===== src/rtl/fft_pkg.sv =====
// Shared definitions for the FFT stage sequencer: state encoding, size defaults
// and the butterfly-count width derived from the stage count.
package fft_pkg;

    localparam int unsigned NUMSTAGES_DEF = 8;
    localparam int unsigned NUMPASSES_DEF = 5;

    typedef enum logic [1:0] {
        S_IDLE,
        S_RUN,
        S_DRAIN,
        S_DONE
    } seq_state_t;

    // Each pass touches 2^(NUMSTAGES-2) butterflies, so the index needs NUMSTAGES-2 bits.
    function automatic int unsigned count_width(input int unsigned stages);
        return stages - 2;
    endfunction

    localparam int unsigned COUNT_W_DEF = count_width(NUMSTAGES_DEF);

endpackage


===== src/rtl/fft_delay_line.sv =====
// Fixed-depth register delay line; asynchronous reset clears every stage so
// in-flight words are discarded.
module fft_delay_line #(
    parameter int unsigned WIDTH = 1,
    parameter int unsigned DEPTH = 1
) (
    input  logic             clk,
    input  logic             rst_n,
    input  logic [WIDTH-1:0] din,
    output logic [WIDTH-1:0] dout
);

    logic [WIDTH-1:0] pipe [DEPTH];

    always_ff @(posedge clk or negedge rst_n) begin
        if (!rst_n) begin
            for (int unsigned i = 0; i < DEPTH; i++) begin
                pipe[i] <= '0;
            end
        end else begin
            pipe[0] <= din;
            for (int unsigned i = 1; i < DEPTH; i++) begin
                pipe[i] <= pipe[i-1];
            end
        end
    end

    assign dout = pipe[DEPTH-1];

endmodule


===== src/rtl/fft_stage_sequencer.sv =====
// Pass sequencer for an in-place radix-2 FFT: issues butterfly reads per pass,
// drains the butterfly pipeline, swaps banks and counts passes until done.
module fft_stage_sequencer
    import fft_pkg::*;
#(
    parameter int unsigned NUMSTAGES = NUMSTAGES_DEF,
    parameter int unsigned NUMPASSES = NUMPASSES_DEF,
    parameter int unsigned BFLY_LAT  = 3
) (
    input  logic                 clk,
    input  logic                 rst_n,
    input  logic                 start,
    output logic                 busy,
    output logic                 done,
    output logic                 rd_en,
    output logic [NUMSTAGES-3:0] rd_count,
    output logic                 wr_en,
    output logic [NUMSTAGES-3:0] wr_count,
    output logic [2:0]           stage_num,
    output logic                 bank_sel
);

    localparam int unsigned CW         = count_width(NUMSTAGES);
    localparam logic [3:0]  LAST_DRAIN = 4'(BFLY_LAT - 1);
    localparam logic [2:0]  LAST_PASS  = 3'(NUMPASSES - 1);
    localparam logic [CW-1:0] LAST_RD  = '1;

    seq_state_t state;
    logic [3:0] drain_cnt;
    logic [CW:0] wr_word;

    always_ff @(posedge clk or negedge rst_n) begin
        if (!rst_n) begin
            state     <= S_IDLE;
            drain_cnt <= '0;
            busy      <= 1'b0;
            done      <= 1'b0;
            rd_en     <= 1'b0;
            rd_count  <= '0;
            stage_num <= '0;
            bank_sel  <= 1'b0;
        end else begin
            case (state)
                S_IDLE: begin
                    rd_count  <= '0;
                    stage_num <= '0;
                    bank_sel  <= 1'b0;
                    done      <= 1'b0;
                    if (start) begin
                        state <= S_RUN;
                        busy  <= 1'b1;
                        rd_en <= 1'b1;
                    end
                end
                S_RUN: begin
                    // Wraps to zero after the last butterfly, ready for the next pass.
                    rd_count <= rd_count + 1'b1;
                    if (rd_count == LAST_RD) begin
                        state     <= S_DRAIN;
                        rd_en     <= 1'b0;
                        drain_cnt <= '0;
                    end
                end
                S_DRAIN: begin
                    if (drain_cnt == LAST_DRAIN) begin
                        if (stage_num < LAST_PASS) begin
                            state     <= S_RUN;
                            stage_num <= stage_num + 3'd1;
                            bank_sel  <= ~bank_sel;
                            rd_en     <= 1'b1;
                        end else begin
                            state <= S_DONE;
                            done  <= 1'b1;
                        end
                    end else begin
                        drain_cnt <= drain_cnt + 4'd1;
                    end
                end
                S_DONE: begin
                    state     <= S_IDLE;
                    done      <= 1'b0;
                    busy      <= 1'b0;
                    stage_num <= '0;
                    bank_sel  <= 1'b0;
                end
                default: state <= S_IDLE;
            endcase
        end
    end

    fft_delay_line #(
        .WIDTH(CW + 1),
        .DEPTH(BFLY_LAT)
    ) u_delay (
        .clk  (clk),
        .rst_n(rst_n),
        .din  ({rd_en, rd_count}),
        .dout (wr_word)
    );

    assign wr_en    = wr_word[CW];
    assign wr_count = wr_word[CW-1:0];

endmodule


===== config.mk =====
export PLATFORM = sky130hd
export DESIGN_NAME = fft_stage_sequencer
export DESIGN_NICKNAME = d
export VERILOG_FILES = /design/src/rtl/fft_pkg.sv /design/src/rtl/fft_delay_line.sv /design/src/rtl/fft_stage_sequencer.sv
export SDC_FILE = /design/constraint.sdc
export NUM_CORES = 1
export LEC_CHECK = 0
export CAP_MARGIN = 10
export CORE_ASPECT_RATIO = 1.25
export CORE_UTILIZATION = 48
export DETAILED_ROUTE_END_ITERATION = 12
export PLACE_DENSITY = 0.7
export SLEW_MARGIN = 30
export SYNTH_ARGS = -nofsm -noshare
export SYNTH_HDL_FRONTEND = slang
export SYNTH_SLANG_ARGS = --single-unit

===== constraint.sdc =====
create_clock -name clk -period 1.66 [get_ports clk]
set_input_delay 0.249 -clock clk [delete_from_list [all_inputs] [get_ports clk]]
set_output_delay 0.249 -clock clk [all_outputs]
set_load 0.05 [all_outputs]

==> Word-level counts from Yosys, hierarchy flattened <==
Index checks and enable logic that the tools add are counted.
W data, S select, Z words.
{ "word_totals": {"regBits": 40, "inputBits": 3, "elab_cells": 64} }
{ "classes": {"add_sub_neg": 3, "magnitude_cmp": 1, "n_eq_ne": 11, "mux": 24, "bitwise_logic": 1, "reduce_logical": 13} }
{ "ops": {"columns": ["cell", "n"], "rows": [
  ["$ne A2 B2 Y1 const B", 6],
  ["$pmux W6 S2", 1],
  ["$reduce_and A3 Y1", 4],
  ["$mux W1", 8],
  ["$mux W2", 4],
  ["$mux W4", 2],
  ["$pmux W2 S4", 1],
  ["$pmux W4 S2", 1],
  ["$reduce_bool A2 Y1", 4],
  ["$add A6 B1 Y6 const B", 1],
  ["$eq A6 B6 Y1 const B", 1],
  ["$mux W3", 2],
  ["$pmux W1 S2", 3],
  ["$pmux W3 S2", 1],
  ["$reduce_and A5 Y1", 1],
  ["$add A4 B1 Y4 const B", 1],
  ["$eq A2 B2 Y1 const B", 2],
  ["$eq A4 B2 Y1 const B", 1],
  ["$add A3 B1 Y3 const B", 1],
  ["$lt A3 B3 Y1 const B", 1],
  ["$pmux W1 S3", 1],
  ["$reduce_bool A3 Y1", 1],
  ["$eq A2 B1 Y1 const B", 1],
  ["$logic_not A2 Y1", 1],
  ["3 further kinds", 3]
]} }

==> Logic depth before layout (Yosys ltp) <==
{ "depth": {"depth_word": 4, "ltp_mapped": 7, "depth_no_buf": 6} }

==> Modules after synthesis <==
From an unflattened synthesis, not the netlist that was laid out.
{ "unflattened": {"hier_cells": 136, "area_unflattened_um2": 1690.4} }
{ "by_module_without_submodules": {"columns": ["module", "n_inst", "cells_per_inst", "area_each_um2", "seq_area_each_um2"], "rows": [
  ["fft_stage_sequencer", 1, 108, 1112.3, 475.5],
  ["fft_delay_line", 1, 28, 578.1, 525.5]
]} }

==> Worst setup path before layout <==
No wires, ideal clock.
{ "synth_timing": {"path_kind": "flip-flop to flip-flop", "startpoint": "register rd_count[0]", "endpoint": "register rd_en", "setup_time_ps": 135, "arrival_ps": 1675, "required_time_ps": 1525, "slack_ps": -151, "path_stages_with_launch": 6, "n_path_buf": 0, "path_cell_list": "dfrtp_1 ha_1 and3_1 nand3_2 o41ai_2 o41ai_1"} }
{ "synth_via": {"elab_chain_cells": 3} }
{ "synth_lines": {"columns": ["element", "line", "rtl"], "rows": [
  ["start: declaration", "fft_stage_sequencer.sv:16", "output logic [NUMSTAGES-3:0] rd_count,"],
  ["start signal: assignment", "fft_stage_sequencer.sv:57", "rd_count <= rd_count + 1'b1;"],
  ["$eq A6 B6 Y1", "fft_stage_sequencer.sv:58", "if (rd_count == LAST_RD) begin"],
  ["$ne A2 B2 Y1 (no source line)", null, null],
  ["$reduce_and A5 Y1 (no source line)", null, null],
  ["end signal: assignment", "fft_stage_sequencer.sv:52", "rd_en <= 1'b1;"],
  ["end signal: assignment", "fft_stage_sequencer.sv:60", "rd_en <= 1'b0;"],
  ["end signal: assignment", "fft_stage_sequencer.sv:70", "rd_en <= 1'b1;"],
  ["end: declaration", "fft_stage_sequencer.sv:15", "output logic rd_en,"]
]} }
Every way passes these cells.
A chain may end at the register's enable or synchronous reset.

==> Final worst setup path <==
{ "layout_timing": {"startpoint": "register drain_cnt[0]", "endpoint": "register stage_num[0]"} }
{ "layout_via": {"elab_chain_cells": 3} }
{ "layout_lines": {"columns": ["element", "line", "rtl"], "rows": [
  ["start: declaration", "fft_stage_sequencer.sv:29", "logic [3:0] drain_cnt;"],
  ["start signal: assignment", "fft_stage_sequencer.sv:76", "drain_cnt <= drain_cnt + 4'd1;"],
  ["$eq A4 B2 Y1", "fft_stage_sequencer.sv:65", "if (drain_cnt == LAST_DRAIN) begin"],
  ["$ne A2 B2 Y1 (no source line)", null, null],
  ["$reduce_and A3 Y1 (no source line)", null, null],
  ["end signal: assignment", "fft_stage_sequencer.sv:68", "stage_num <= stage_num + 3'd1;"],
  ["end: declaration", "fft_stage_sequencer.sv:19", "output logic [2:0] stage_num,"]
]} }
Every way passes these cells.

==> reports/qor.txt <==
SETUP PATH
------------------------------------------------------------------------------------------------------
Crit-path slowest cell                                                                         dfrtp_1
Critical path class                                                                            reg2reg
Critical path's top delay family                                                            flip-flops
Worst-path fanout max                                                                                4
Worst setup EP type                                                                               flop
Cell-by-cell trace of the critical path                                                   inv_2 -> ha_4 -> nor3b_4 -> nand2_2 -> a21oi_4 -> mux2_4
Arrival time at the worst endpoint                                                             1.79 ns
WP buf/inv                                                                                           1
Sort of element at the start of the critical path                                                 flop
Worst path max stage delay                                                                     0.39 ns
Data required, critical path                                                                   1.84 ns

CLOCK TREE
------------------------------------------------------------------------------------------------------
Clock transition at the register clock pins on the worst setup and hold paths after CTS        0.07 ns
Count of H-tree levels built during CTS                                                              2
Clock tree root buffer cell                                                                   clkbuf_8
CTS buffer count                                                                                     5
Source-to-sink clock delay at the later pin of the worst-skew pair                             0.30 ns
Sinks on Clock Net                                                                                  40
Clock tree from TritonCTS                                                                        built
Max clock buf depth                                                                                  2

POWER
------------------------------------------------------------------------------------------------------
LEAKAGE                                                                                        1.03 nW
Cell Pwr Density                                                                           826 nW/um^2
Post-layout total power                                                                        1.84 mW
Worst voltage drop across the vdd grid                                                        0.845 mV

STA
------------------------------------------------------------------------------------------------------
Fin crit share                                                                                   0.969
Clock Skews                                                                                 0.00752 ns
Post-route worst setup slack                                                                 0.0518 ns
Tightest slew margin relative to the limit                                                       0.686
Number of failing setup endpoints in the final timing report                                         0
Slew Viols, Final                                                                                    0
Post-route minimum period                                                                      1.61 ns
Pin slew with the least headroom to its limit                                                 0.472 ns
Maximum clock rate                                                                             622 MHz
Hold violation total from the final report                                                           0
RSZ-0062 raised after global routing                                                              true

FLOORPLANNING
------------------------------------------------------------------------------------------------------
Die Footprint                                                                               3870 sq um
Core area                                                                                   3480 sq um
Standard-cell row count                                                                             24
Chip Height                                                                                    69.3 um
X dimension of the die                                                                         55.8 um
I/O pin cnt                                                                                         23
Effective utilization at floorplan                                                               0.499

CELLS AND AREA
------------------------------------------------------------------------------------------------------
Antenna diodes                                                                                       0
Number of fill cells in the layout                                                                 275
Final net count                                                                                    200
Leading cell types in the layout, fill and taps excluded                                  dfrtp_1 (37), buf_4 (35), nand2_1 (11)
Post-layout util                                                                                 0.640
Layout Area Growth over Synthesis                                                                28.1%
Non-Filler Instances                                                                               228
Most common cell after layout, fill and taps aside                                             dfrtp_1
Post-layout instance area                                                                   2230 sq um
Fraction of final layout cells sized beyond drive strength 1                                     0.344

ROUTING
------------------------------------------------------------------------------------------------------
DRC violation count after routing                                                                    0
1st-iter DRT viols                                                                                  36
Iteration count of the initial detailed-routing pass                                                 6
Detail-routed net length per standard cell                                                     16.1 um
Per-cell via count in the routed design                                                           5.61
Number of nets with antenna violations after routing                                                 0
Overall via count from detail_route                                                               1278
Routed wire length                                                                             3.66 mm

YOSYS
------------------------------------------------------------------------------------------------------
Yosys top cell area share                                                                        0.576
Fraction of synthesized cell area in xor and xnor cells                                         0.0151
Synthesized netlist net count                                                                      160
Warning count from the yosys run                                                                     0
Syn Std Cell Area                                                                           1740 sq um
Sequential fraction of the synthesis area                                                        0.576
Largest family of logic cells by synthesized area                                         compound AO/OA/AOI/OAI gates
Synth cell types                                                                                    41
Portion of netlist area occupied by mux cells                                                   0.0367
Yosys reg bits                                                                                      40
Synth Instances                                                                                    148
Library cell occupying the most area in the post-synthesis netlist                             dfrtp_1
Avg Cell Area, Syn                                                                          11.8 sq um
Adder-cell area share of the yosys netlist                                                      0.0647
Share of the synthesized area in compound gates (AO/OA/AOI/OAI)                                  0.131
Cells taking the most area after synthesis                                                dfrtp_1 (58%), ha_1 (6.5%), o21ai_0 (3.2%)
Synth Area in Simple Gates                                                                       0.126

PLACE
------------------------------------------------------------------------------------------------------
Gpl congestion                                                                                   0.876
Area after DPL                                                                              2060 sq um
Placed instance count                                                                              217
# port buffers                                                                                      22
Minimum setup slack after placement                                                         -0.0347 ns
Placed wire-length estimate after detailed placement                                           2.55 mm

GLOBAL ROUTING
------------------------------------------------------------------------------------------------------
Maximum number of pins on one net before global-route repair                                        22
Total routing usage reported by global routing                                                   0.206
Via count of the first global-routing pass                                                        1298
Wire length of the first global-routing pass                                                   6.07 mm
Antenna violations before repair                                                                     0
Grt total ovfl                                                                                       0

JOB
------------------------------------------------------------------------------------------------------
Max-capacitance violation count                                                                      0

STATUS
------------------------------------------------------------------------------------------------------
Status                                                                                    complete, no violations

HOLD PATH
------------------------------------------------------------------------------------------------------
Worst min path class                                                                           reg2reg

cells in the mapped netlist:
library cell,number
a31oi_1,3
a21boi_0,1
inv_1,7
nand2_2,1
a32oi_1,1
and3_1,1
xor2_1,2
a31o_2,1
nand3_1,6
ha_1,9
o211ai_1,2
dfrtp_1,40
buf_2,2
mux2_1,2
nor2_1,7
mux2_2,1
a22o_1,1
o41ai_1,1
a41o_1,1
o221ai_1,1
mux2i_1,3
a21oi_1,2
nor4_1,2
xnor2_1,1
nand4b_1,1
or3_1,2
a21oi_4,1
a21o_1,1
o22ai_1,2
nor2b_1,2
nor3_1,3
o41ai_2,1
buf_4,6
nand2b_1,2
inv_2,2
o31ai_1,2
nand3_2,1
nand2_1,11
and2_1,1
nor3b_4,1
o21ai_0,11
registers in the layout (all words and copies together), names as in the netlist:
| register | count |
|---|---|
| u_delay.pipe | 14 |
| u_delay.dout | 7 |
| rd_count | 6 |
| drain_cnt | 4 |
| stage_num | 3 |
| state | 2 |
| bank_sel | 1 |
| busy | 1 |
| done | 1 |
| rd_en | 1 |
final timing paths:
path,startpoint,endpoint,slack [ns],cells after the start
max in group asynchronous,rst_n,drain_cnt[0],0.74,3
min in group asynchronous,rst_n,rd_count[2],0.44,2
hold reg to reg,u_delay.pipe[9],u_delay.dout[2],0.35,0
setup / recovery,drain_cnt[0],stage_num[0],0.05,6
setup reg to reg,drain_cnt[0],stage_num[0],0.05,6
hold / removal,u_delay.pipe[9],u_delay.dout[2],0.35,0
layout make-up:
type,instances,area (sq um),area share
Timing Repair Buffer,41,348,0.156
Clock inverter,2,38.8,0.0174
Multi-Input combinational cell,91,672,0.302
Inverter,9,33.8,0.0152
Clock buffer,6,82.6,0.0371
Sequential cell,40,1000,0.451
Tap cell,39,48.8,0.0219
stage by stage:
step                hold slack [ns]  setup TNS (ns)
global placement              0.221               0
floorplan                   -0.0466               0
global route                  0.363        -0.00457
detailed placement            0.227         -0.0542
CTS                           0.354               0
finish                        0.351               0
timing repair:
action / CTS / global route
hold buffers: 1 / 0
endpoints found under the hold margin: 19 / 0
endpoints found under the setup margin: 2 / 10
buffers inserted: 1 / 1
pin swaps: 1 / 3
resized for setup: 3 / 7
where the power goes:
group,internal [mW],switching (mW)
Sequential,0.973,0
Clock,0.491,0.345
Combinational,0.00987,0.0204
Total,1.47,0.365
per-layer routing:
| layer | GRT usage | vias up | part of all wire |
|---|---|---|---|
| met1 | 0.235 | 628 | 0.39 |
| met4 | 0.100 | 0 | 0.024 |
| met5 | 0 | - | 0 |
| met3 | 0.0560 | 12 | 0.054 |
| li1 | - | 596 | - |
| met2 | 0.353 | 42 | 0.53 |
cells by family after synthesis:
logic type | count (synthesis)
AOI/OAI and AO/OA | 32
DFF | 40
adders and majority gates | 9
muxes | 6
xor gates and xnor gates | 3
and+or+nand+nor | 41
buffers and inverters | 17
No activity file was read; power rests on OpenSTA's default activity.
